`config.mk`:
```
export PLATFORM = sky130hd
export DESIGN_NAME = nibble_accum
export DESIGN_NICKNAME = d
export VERILOG_FILES = /design/src/rtl/nibble_accum_pkg.sv /design/src/rtl/nibble_accum.sv
export SDC_FILE = /design/constraint.sdc
export NUM_CORES = 1
export LEC_CHECK = 0
export BUFFER_PORTS_ARGS = -buffer_cell sky130_fd_sc_hd__buf_2
export CORE_MARGIN = 1.5
export CORE_UTILIZATION = 39
export DETAILED_ROUTE_END_ITERATION = 16
export PLACE_DENSITY = 0.68
export SYNTH_ARGS = -nofsm -noshare
export SYNTH_HDL_FRONTEND = slang
export SYNTH_SLANG_ARGS = --single-unit
```
`constraint.sdc`:
```
create_clock -name clk -period 1.8 [get_ports clk]
set_input_delay 0.09 -clock clk [delete_from_list [all_inputs] [get_ports clk]]
set_output_delay 0.09 -clock clk [all_outputs]
set_load 0.005 [all_outputs]
```
`src/rtl/nibble_accum_pkg.sv`:
```
// nibble_accum_pkg: shared types and constants for the streamed nibble accumulator.
// Holds the FSM state enum, default sizes and the total-width helper.
package nibble_accum_pkg;

    localparam int OPS_DEF = 4;
    localparam int W_DEF   = 4;

    typedef enum logic {
        COLLECT = 1'b0,
        DONE    = 1'b1
    } state_t;

    // Width needed to hold OPS operands of W bits without overflow.
    function automatic int sum_width(input int w, input int ops);
        return w + $clog2(ops);
    endfunction

endpackage

```
`src/rtl/nibble_accum.sv`:
```
// nibble_accum: accumulates OPS streamed W-bit operands and holds the total.
// Ports: clk, res (sync high reset), in_valid/in_ready/in_data/in_flush,
//        out_valid/out_ready, out_sum, out_co, out_full, res_cnt.
module nibble_accum
    import nibble_accum_pkg::*;
#(
    parameter  int OPS = OPS_DEF,
    parameter  int W   = W_DEF,
    localparam int SW  = sum_width(W, OPS)
) (
    input  logic          clk,
    input  logic          res,
    input  logic          in_valid,
    output logic          in_ready,
    input  logic [W-1:0]  in_data,
    input  logic          in_flush,
    output logic          out_valid,
    input  logic          out_ready,
    output logic [W-1:0]  out_sum,
    output logic          out_co,
    output logic [SW-1:0] out_full,
    output logic [7:0]    res_cnt
);

    localparam int CW = $clog2(OPS);
    localparam logic [CW-1:0] LAST = CW'(OPS - 1);

    state_t        state;
    logic [SW-1:0] acc;
    logic [CW-1:0] cnt;
    logic [SW-1:0] sum_next;

    // Ready is independent of in_valid; a flush cycle still shows ready.
    assign in_ready = (state == COLLECT) && !res;
    assign sum_next = acc + SW'(in_data);

    assign out_sum = out_full[W-1:0];
    assign out_co  = |out_full[SW-1:W];

    always_ff @(posedge clk) begin
        if (res) begin
            state     <= COLLECT;
            acc       <= '0;
            cnt       <= '0;
            out_valid <= 1'b0;
            out_full  <= '0;
            res_cnt   <= '0;
        end else if (in_flush) begin
            // Drop partial sum and any held result; res_cnt untouched.
            state     <= COLLECT;
            acc       <= '0;
            cnt       <= '0;
            out_valid <= 1'b0;
        end else begin
            unique case (state)
                COLLECT: begin
                    if (in_valid) begin
                        if (cnt == LAST) begin
                            out_full  <= sum_next;
                            out_valid <= 1'b1;
                            state     <= DONE;
                            acc       <= '0;
                            cnt       <= '0;
                        end else begin
                            acc <= sum_next;
                            cnt <= cnt + 1'b1;
                        end
                    end
                end
                DONE: begin
                    if (out_ready) begin
                        state     <= COLLECT;
                        out_valid <= 1'b0;
                        res_cnt   <= res_cnt + 8'd1;
                    end
                end
            endcase
        end
    end

endmodule

```
Word level (Yosys, flattened, before mapping). Index checks and enable logic that the tools add are counted.

Register bits: 24. Bits in latches: 0. Bits in writable memories: 0. Memory bits (read-only): 0. Input port bits: 9. Output and inout port bits: 21. Memories: 0.

Add/sub/neg operators: 3. Multipliers: 0. Divide/modulo/power cells: 0. Order comparisons: 0. Eq/ne operators: 4. Shifts and indexed selects: 0. Multiplexer cells: 10. Bitwise operators: 2. Reduce and logical (&&, ||, !) cells: 8.

Operator list (count): $add 8x1->8 const B (1); $add 6x4->6 (1); $mux 1 (6); $mux 6 (1); $reduce_and 3->1 (2); $ne 2x2->1 const B (2); $pmux 1 s2 (2); $reduce_and 4->1 (1); $reduce_or 2->1 (2); $add 2x1->2 const B (1); $eq 2x2->1 const B (1); $mux 2 (1); $ne 2x1->1 const B (1); $not 1->1 (2); $reduce_and 2->1 (1); $logic_and 1x1->1 (1); $logic_not 1->1 (1).

Logic depth before layout (Yosys ltp). Gate-level depths: netlist of the first run.

Depth after elaboration: 4. Gate-level depth with buffers: 6. Mapped depth without buffers: 6.

Least setup slack after synthesis of the first run. Ideal clock, no wire load.

Kind: reg2reg. Start point: reg acc[0]. End point: reg out_full[4]. Library setup time: 95 ps. Data arrival time: 1509 ps. Required time: 1705 ps. Path slack: 196 ps. Cell stages (with the launch flop): 6. Buffers on the path: 0. Path through: dfxtp_1 -> ha_1 -> fa_1 -> a21o_1 -> a21o_2 -> o311ai_1.

Word-level cells in the longest chain between the ends: 1.

RTL lines: start: declaration (line nibble_accum.sv:29) `logic [SW-1:0] acc;`; start signal: assignment (line nibble_accum.sv:65) `acc <= sum_next;`; $add 6x4->6 (line nibble_accum.sv:35) `assign sum_next = acc + SW'(in_data);`; end signal: assignment (line nibble_accum.sv:59) `out_full <= sum_next;`; end: declaration (line nibble_accum.sv:21) `output logic [SW-1:0] out_full,`.

No other way between the ends. A chain may end at the register's enable or synchronous reset.

Worst setup path after layout of the first run.
Start point: reg acc[0]. End point: reg acc[4].

Word-level cells in the longest chain between the ends: 2.

RTL lines: $add 6x4->6 (line nibble_accum.sv:35); $mux 6 (line nibble_accum.sv:58) `if (cnt == LAST) begin`.

No other way between the ends.

==> report_table.html, run 1 <==
<table>
<tr><th>Metric</th><th>Value</th></tr>
<tr><th colspan="2">Logic synthesis</th></tr>
<tr><td>Yosys reg bits</td><td>24</td></tr>
<tr><td>Distinct cells, synth</td><td>41</td></tr>
<tr><td>Most frequent cell after synthesis</td><td>dfxtp_1</td></tr>
<tr><td>Number of warning messages in the yosys log</td><td>0</td></tr>
<tr><td>EDFF count, synth</td><td>0</td></tr>
<tr><td>Synth area leaders</td><td>dfxtp_1 38%, ha_1 6.0%, nor2_1 5.1%, xnor2_1 4.9%, a21oi_1 4.0%</td></tr>
<tr><td>Share of synthesized registers carrying an async set or reset</td><td>0%</td></tr>
<tr><td>Summed instance area of the synthesized netlist</td><td>1250 um^2</td></tr>
<tr><td>Fraction of post-synthesis cell area in the top cell type by area</td><td>around 38%</td></tr>
<tr><td>Syn Nets</td><td>157</td></tr>
<tr><td>Cell taking the most area after synthesis</td><td>dfxtp_1</td></tr>
<tr><td>Sequential fraction of the synthesis area</td><td>about two fifths</td></tr>
<tr><td>Most frequently used flop master after synthesis</td><td>dfxtp_1</td></tr>
<tr><td>Avg Synthesized Cell Area</td><td>8.86 um^2</td></tr>
<tr><td>Synth Instances</td><td>141</td></tr>
<tr><td>Most used standard cells in the synthesized netlist</td><td>24 x dfxtp_1, 17 x nor2_1, 12 x nand2_1</td></tr>
<tr><th colspan="2">Cells and area</th></tr>
<tr><td>Fraction of layout cells with a size suffix above 1</td><td>26.8%</td></tr>
<tr><td>Post-synthesis to final-layout area growth</td><td>17.9%</td></tr>
<tr><td>Layout Cell Area excl Fill</td><td>1470 um^2</td></tr>
<tr><td>FF+latch area</td><td>482 um^2</td></tr>
<tr><td>Number of nets in the final layout</td><td>185</td></tr>
<tr><td>Diodes inserted</td><td>0</td></tr>
<tr><td>Cell Count, Final, Fillers Out</td><td>212</td></tr>
<tr><td>Share of the core filled with cells</td><td>48.2%</td></tr>
<tr><td>Combined area of the multi-input logic cells</td><td>701 um^2</td></tr>
<tr><td>Number of inserted filler cells in the final layout</td><td>330</td></tr>
<tr><th colspan="2">Critical path</th></tr>
<tr><td>Cell with the biggest individual delay on the critical path</td><td>or4b_1</td></tr>
<tr><td>Reg-to-reg critical path startpoint</td><td>acc[0]</td></tr>
<tr><td>Cells along the critical path</td><td>ha_1 -&gt; fa_2 -&gt; a21o_1 -&gt; a21o_2 -&gt; or4b_1 -&gt; a21oi_1</td></tr>
<tr><td>Category of the most critical setup path</td><td>reg -&gt; reg</td></tr>
<tr><td>Highest fanout seen on the critical path</td><td>3</td></tr>
<tr><td>Launching instance or port of the critical path</td><td>acc[0]</td></tr>
<tr><td>Setup crit end kind</td><td>flop</td></tr>
<tr><td>Crit-path max cell delay</td><td>440 ps</td></tr>
<tr><td>Register-to-register path setup slack</td><td>140 ps</td></tr>
<tr><td>Sort of element at the start of the critical path</td><td>flop</td></tr>
<tr><td>Data arrival time at the worst-slack endpoint</td><td>1920 ps</td></tr>
<tr><td>CP required</td><td>2060 ps</td></tr>
<tr><td>Logic depth of the worst register-to-register path</td><td>6</td></tr>
<tr><th colspan="2">Placed design</th></tr>
<tr><td>GP Congestion</td><td>between 0.7 and 0.8</td></tr>
<tr><td>Number of placed instances with taps included</td><td>208</td></tr>
<tr><td>Placed Area</td><td>around 1400 um^2</td></tr>
<tr><td>Number of port buffers</td><td>29</td></tr>
<tr><td>Detailed placement HPWL</td><td>1920 um</td></tr>
<tr><th colspan="2">STA</th></tr>
<tr><td>Relative slew slack</td><td>74.1%</td></tr>
<tr><td>RSZ-0062 raised after global routing</td><td>false</td></tr>
<tr><td>Count of endpoints failing hold in the final timing report</td><td>0</td></tr>
<tr><td>Max Clock Freq</td><td>0.601 GHz</td></tr>
<tr><td>Clock period minus final worst setup slack</td><td>1660 ps</td></tr>
<tr><td>Final-report setup violation count</td><td>0</td></tr>
<tr><td>Clock Skew</td><td>5.79 ps</td></tr>
<tr><td>Post-Route Setup TNS</td><td>0 ps</td></tr>
<tr><td>Crit share post-route</td><td>92.4%</td></tr>
<tr><td>Tightest Pin Transition</td><td>389 ps</td></tr>
<tr><td>Total count of max-transition violations in the final report</td><td>0</td></tr>
<tr><th colspan="2">Flow run</th></tr>
<tr><td>Max-cap violations</td><td>0</td></tr>
<tr><th colspan="2">CTS</th></tr>
<tr><td>Clock slew seen by the registers of the worst setup and hold paths</td><td>140 ps</td></tr>
<tr><td>Total clock buffers created by CTS</td><td>3</td></tr>
<tr><td>CTS tree</td><td>done</td></tr>
<tr><td>Hold-fix buffers at CTS</td><td>0</td></tr>
<tr><td>Max clock buf depth</td><td>2</td></tr>
<tr><td>H-tree Lvls</td><td>1</td></tr>
<tr><td>Clock latency of the later-clocked register in the worst-skew pair</td><td>about 320 ps</td></tr>
<tr><td>Root cell of the clock tree</td><td>clkbuf_4</td></tr>
<tr><td>Sinks on the clock net</td><td>24</td></tr>
<tr><th colspan="2">Floorplan</th></tr>
<tr><td>Placeable core region</td><td>just over 3000 um^2</td></tr>
<tr><td>Horizontal die dimension</td><td>59.6 um</td></tr>
<tr><td>Floorplan die area</td><td>3550 um^2</td></tr>
<tr><td>Boundary Pins</td><td>30</td></tr>
<tr><td>Starting density of the core</td><td>40.9%</td></tr>
<tr><td>Height of the die</td><td>59.6 um</td></tr>
<tr><td># rows</td><td>20</td></tr>
<tr><th colspan="2">Global route</th></tr>
<tr><td>Via count of the first global-routing pass</td><td>1012</td></tr>
<tr><td>Maximum number of pins on one net before global-route repair</td><td>23</td></tr>
<tr><td>Total global routing overflow</td><td>0</td></tr>
<tr><td>Global-route wire length before repair</td><td>4240 um</td></tr>
<tr><td>Number of antenna violations at the first check in global routing</td><td>0</td></tr>
<tr><td>Aggregate global-route resource usage</td><td>15.7%</td></tr>
<tr><th colspan="2">Worst hold path</th></tr>
<tr><td>Worst min-delay path class</td><td>in -&gt; reg</td></tr>
<tr><td>Hold Path Origin</td><td>out_ready</td></tr>
<tr><td>Hold Crit Depth</td><td>3</td></tr>
<tr><th colspan="2">Pwr</th></tr>
<tr><td>Max VDD drop</td><td>0.289 mV</td></tr>
<tr><td>Sum of internal, switching and leakage power</td><td>1.02 mW</td></tr>
<tr><td>Leakage power</td><td>0.651 nW</td></tr>
<tr><td>Power per cell area</td><td>around 690 nW/um^2</td></tr>
<tr><th colspan="2">Status</th></tr>
<tr><td>Run status</td><td>complete, no violations</td></tr>
<tr><th colspan="2">Drt</th></tr>
<tr><td>DRC errors left</td><td>0</td></tr>
<tr><td>Post-route ant nets</td><td>0</td></tr>
<tr><td>DR iter-0 viols</td><td>30</td></tr>
<tr><td>Vias per cell</td><td>~5.0</td></tr>
<tr><td>Aggregate routed wire length</td><td>2490 um</td></tr>
<tr><td>Number of vias after detailed routing</td><td>1062</td></tr>
<tr><td>Wire per inst</td><td>about 12 um</td></tr>
<tr><td>Iteration count of the initial detailed-routing pass</td><td>4</td></tr>
</table>
per-layer routing:
| metal | GRT usage (%) | part of all wire, % | vias to the layer above |
|---|---|---|---|
| li1 | - | - | 551 |
| met1 | 19.4 | 46 | 492 |
| met2 | 26.7 | 49 | 17 |
| met3 | 2.84 | 3.3 | 2 |
| met4 | 6.35 | 0.72 | 0 |
| met5 | 0 | 0 | - |
area by class of cell:
class | instances | area share (%)
inverter | 2 | 0.510
tap | 44 | 3.74
clock buffer | 3 | 1.53
sequential | 24 | 32.7
multi-input combinational | 105 | 47.6
timing repair buffer | 33 | 11.9
clock inverter | 1 | 2.04
final timing paths:
path / endpoint
worst max-delay path: acc[4]
worst min-delay path: state
worst max register to register: acc[4]
worst min register to register: out_valid
cell usage in the layout (no fill, tap or decap), types with 6 or more instances in the layout:
cell     count
nor2_1      17
a21oi_1     10
buf_2       29
ha_1         6
nand2_1     12
xnor2_1      7
dfxtp_1     23
nor3_1       6
cell families after synthesis:
group,count (synthesis),share of synthesized area [%]
multiplexers,3,2.40
buffers and inverters,12,5.61
AND/OR/NAND/NOR,64,28.1
XOR/XNOR,7,4.91
flip-flops,24,38.5
AO/OA/AOI/OAI,24,12.9
adder cells (fa/ha/maj),7,7.62
what timing repair did:
| action | in CTS | in global routing |
|---|---|---|
| setup endpoints to repair | 0 | 2 |
| gates resized for setup | 0 | 2 |
| setup buffers | 0 | 0 |
through the flow:
| stage | worst slack [ps] | hold WS, ps |
|---|---|---|
| 2_1_floorplan | 196 | 271 |
| 3_3_place_gp | 150 | 419 |
| 3_5_place_dp | 115 | 433 |
| 4_1_cts | 88.2 | 79.1 |
| 5_1_grt | 7.88 | 79.8 |
| 6_report | 137 | 86.1 |
critical path: cells and delay by family (launching register included):
family | cells | cell delay, ps
AOI/OAI and AO/OA | 3 | 420
adders and majority gates | 2 | 400
DFF | 1 | 350
and+or+nand+nor | 1 | 440
registers in the layout, indices dropped and copies added (netlist names):
signal,flops
state,1
acc,6
out_full,6
out_valid,1
cnt,2
res_cnt,8
power by group:
group	internal [mW]	switching [mW]	total, mW
logic	0.0392	0.0485	0.0878
clock network	0.225	0.170	0.395
registers	0.537	0.00391	0.541
total	0.801	0.222	1.02
Note: power is estimated with default switching activity, not from simulation.
==> run 2: changes to the inputs <==
--- a/config.mk
+++ b/config.mk
@@ -7,9 +7,9 @@
 export LEC_CHECK = 0
 export BUFFER_PORTS_ARGS = -buffer_cell sky130_fd_sc_hd__buf_2
 export CORE_MARGIN = 1.5
-export CORE_UTILIZATION = 39
+export CORE_UTILIZATION = 47
 export DETAILED_ROUTE_END_ITERATION = 16
-export PLACE_DENSITY = 0.68
+export PLACE_DENSITY = 0.81
 export SYNTH_ARGS = -nofsm -noshare
 export SYNTH_HDL_FRONTEND = slang
 export SYNTH_SLANG_ARGS = --single-unit
==> constraint.sdc (replaced) <==
create_clock -name clk -period 1.35 [get_ports clk]
set_input_delay 0.0675 -clock clk [delete_from_list [all_inputs] [get_ports clk]]
set_output_delay 0.0675 -clock clk [all_outputs]
set_load 0.005 [all_outputs]
==> report_table.html, run 2 (synthesis gave the netlist of run 1 again) <==
<table>
<tr><th>Metric</th><th>Value</th></tr>
<tr><th colspan="2">Status</th></tr>
<tr><td>Run status</td><td>finished with violations</td></tr>
<tr><td>Violations in the final reports</td><td>setup timing</td></tr>
<tr><th colspan="2">Worst hold path</th></tr>
<tr><td>Hold Crit Depth</td><td>3</td></tr>
<tr><td>Worst min-delay path class</td><td>in -&gt; reg</td></tr>
<tr><td>Worst Hold End</td><td>state</td></tr>
<tr><td>Hold Path Origin</td><td>out_ready</td></tr>
<tr><th colspan="2">Drt</th></tr>
<tr><td>Iteration count of the initial detailed-routing pass</td><td>4</td></tr>
<tr><td>DR iter-0 viols</td><td>21</td></tr>
<tr><td>Wire per inst</td><td>14.8 um</td></tr>
<tr><td>Aggregate routed wire length</td><td>3150 um</td></tr>
<tr><td>Number of vias after detailed routing</td><td>1183</td></tr>
<tr><td>Post-route ant nets</td><td>0</td></tr>
<tr><td>DRC errors left</td><td>0</td></tr>
<tr><td>Vias per cell</td><td>approximately 5.6</td></tr>
<tr><th colspan="2">CTS</th></tr>
<tr><td>CTS tree</td><td>done</td></tr>
<tr><td>Total clock buffers created by CTS</td><td>3</td></tr>
<tr><td>H-tree Lvls</td><td>1</td></tr>
<tr><td>Max clock buf depth</td><td>2</td></tr>
<tr><td>Clock slew seen by the registers of the worst setup and hold paths</td><td>130 ps</td></tr>
<tr><td>Sinks on the clock net</td><td>24</td></tr>
<tr><td>Root cell of the clock tree</td><td>clkbuf_4</td></tr>
<tr><td>Clock latency of the later-clocked register in the worst-skew pair</td><td>310 ps</td></tr>
<tr><th colspan="2">Critical path</th></tr>
<tr><td>Endpoint of the worst register-to-register path</td><td>acc[4]</td></tr>
<tr><td>Sort of element at the start of the critical path</td><td>flop</td></tr>
<tr><td>CP required</td><td>1610 ps</td></tr>
<tr><td>Reg-to-reg critical path startpoint</td><td>acc[0]</td></tr>
<tr><td>Category of the most critical setup path</td><td>reg -&gt; reg</td></tr>
<tr><td>Highest fanout seen on the critical path</td><td>3</td></tr>
<tr><td>Logic depth of the worst register-to-register path</td><td>6</td></tr>
<tr><td>Register-to-register path setup slack</td><td>-290 ps</td></tr>
<tr><td>Setup crit end kind</td><td>flop</td></tr>
<tr><td>Data arrival time at the worst-slack endpoint</td><td>~1900 ps</td></tr>
<tr><th colspan="2">Placed design</th></tr>
<tr><td>Post-placement worst setup slack</td><td>-272 ps</td></tr>
<tr><td>GP Congestion</td><td>0.766</td></tr>
<tr><td>Detailed placement HPWL</td><td>2070 um</td></tr>
<tr><td>Number of port buffers</td><td>29</td></tr>
<tr><th colspan="2">Cells and area</th></tr>
<tr><td>Commonest non-fill, non-tap cells in the layout</td><td>29 x buf_2, 18 x dfxtp_1, 16 x nor2_1</td></tr>
<tr><td>Diodes inserted</td><td>0</td></tr>
<tr><td>Flip-flop count of the largest register after layout</td><td>8</td></tr>
<tr><td>Post-synthesis to final-layout area growth</td><td>36.8%</td></tr>
<tr><td>Fraction of layout cells with a size suffix above 1</td><td>44.8%</td></tr>
<tr><td>Number of nets in the final layout</td><td>201</td></tr>
<tr><td>Largest register by flop count</td><td>res_cnt</td></tr>
<tr><td>Share of the core filled with cells</td><td>roughly 70%</td></tr>
<tr><td>Top Registers</td><td>res_cnt x8, acc x6, out_full x6</td></tr>
<tr><td>Commonest non-fill, non-tap cell in the layout</td><td>buf_2</td></tr>
<tr><th colspan="2">Floorplan</th></tr>
<tr><td>Boundary Pins</td><td>30</td></tr>
<tr><td>Height of the die</td><td>between 50 and 60 um</td></tr>
<tr><td># rows</td><td>18</td></tr>
<tr><td>Placeable core region</td><td>2500 um^2</td></tr>
<tr><td>Horizontal die dimension</td><td>54.5 um</td></tr>
<tr><td>Floorplan die area</td><td>2980 um^2</td></tr>
<tr><td>Starting density of the core</td><td>roughly 50%</td></tr>
<tr><th colspan="2">STA</th></tr>
<tr><td>RSZ-0062 raised after global routing</td><td>true</td></tr>
<tr><td>Worst hold slack across all endpoints</td><td>~66 ps</td></tr>
<tr><td>Max Clock Freq</td><td>between 0.6 and 0.7 GHz</td></tr>
<tr><td>Final-report setup violation count</td><td>10</td></tr>
<tr><td>Post-Route Setup TNS</td><td>-1570 ps</td></tr>
<tr><td>Clock period minus final worst setup slack</td><td>around 1600 ps</td></tr>
<tr><td>Tightest Pin Transition</td><td>~310 ps</td></tr>
<tr><td>Total count of max-transition violations in the final report</td><td>0</td></tr>
<tr><td>Worst Setup Slack, final</td><td>-289 ps</td></tr>
<tr><td>Relative slew slack</td><td>79.0%</td></tr>
<tr><td>Clock Skew</td><td>roughly 6.3 ps</td></tr>
<tr><td>Count of endpoints failing hold in the final timing report</td><td>0</td></tr>
<tr><td>Crit share post-route</td><td>121%</td></tr>
<tr><th colspan="2">Global route</th></tr>
<tr><td>Via count of the first global-routing pass</td><td>1138</td></tr>
<tr><td>Aggregate global-route resource usage</td><td>roughly 22%</td></tr>
<tr><td>Global-route wire length before repair</td><td>4790 um</td></tr>
<tr><td>Number of antenna violations at the first check in global routing</td><td>0</td></tr>
<tr><td>Maximum number of pins on one net before global-route repair</td><td>23</td></tr>
<tr><td>Total global routing overflow</td><td>0</td></tr>
<tr><th colspan="2">Flow run</th></tr>
<tr><td>Max-cap violations</td><td>0</td></tr>
<tr><th colspan="2">Pwr</th></tr>
<tr><td>Leakage power</td><td>0.736 nW</td></tr>
<tr><td>Power per cell area</td><td>723 nW/um^2</td></tr>
<tr><td>Max VDD drop</td><td>0.522 mV</td></tr>
</table>
## run 2: area by class of cell
| class | instances | area, um^2 |
|---|---|---|
| Tap cell | 30 | 37.5 |
| Inverter | 2 | 7.51 |
| Sequential cell | 24 | 490 |
| Multi-Input combinational cell | 105 | 836 |
| Fill cell | 171 | 792 |
| Timing Repair Buffer | 49 | 314 |
| Clock buffer | 3 | 22.5 |
## run 2: metrics by stage
stage,std cells,instance area (um^2),power [mW]
2_1_floorplan,141,1260,0.815
3_3_place_gp,203,1480,0.864
3_5_place_dp,203,1480,0.870
4_1_cts,209,1590,1.20
5_1_grt,213,1710,1.28
6_report,213,1710,1.24
## run 2: worst max-delay path, stage by stage (launching register included)
cell and delay [ps]:
dfxtp_2 370, ha_4 130, fa_2 190, a21o_1 150
a21o_2 160, or4b_4 460, a21oi_2 120
## run 2: worst max-delay path by stage
stage                     startpoint      to  depth (start not counted)
after floorplan               acc[0]  acc[4]                          6
after global placement        acc[0]  acc[4]                          6
after detailed placement      acc[0]  acc[4]                          6
after CTS                     acc[0]  acc[4]                          6
after global routing          acc[0]  acc[4]                          6
final                         acc[0]  acc[4]                          6
## run 2: what timing repair did
| item | CTS | global route |
|---|---|---|
| hold buffers | 0 | 0 |
| pin swaps | 16 | 12 |
| endpoints found under the setup margin | 9 | 15 |
| buffers inserted | 3 | 5 |
| resized for setup | 11 | 18 |
## run 2: power by group
| part | total, mW | switching [mW] | internal [mW] |
|---|---|---|---|
| sequential | 0.723 | 0.00801 | 0.715 |
| clock | 0.310 | 0.205 | 0.104 |
| combinational | 0.203 | 0.0933 | 0.109 |
| total | 1.24 | 0.307 | 0.928 |
## run 2: routing by layer
layer / track usage, % / vias to the layer above / share of wire, %
met5: 0 / - / 0
met4: 12.1 / 0 / 3.8
met3: 2.46 / 12 / 3.6
met2: 39.6 / 34 / 50
met1: 26.3 / 559 / 43
li1: - / 578 / -
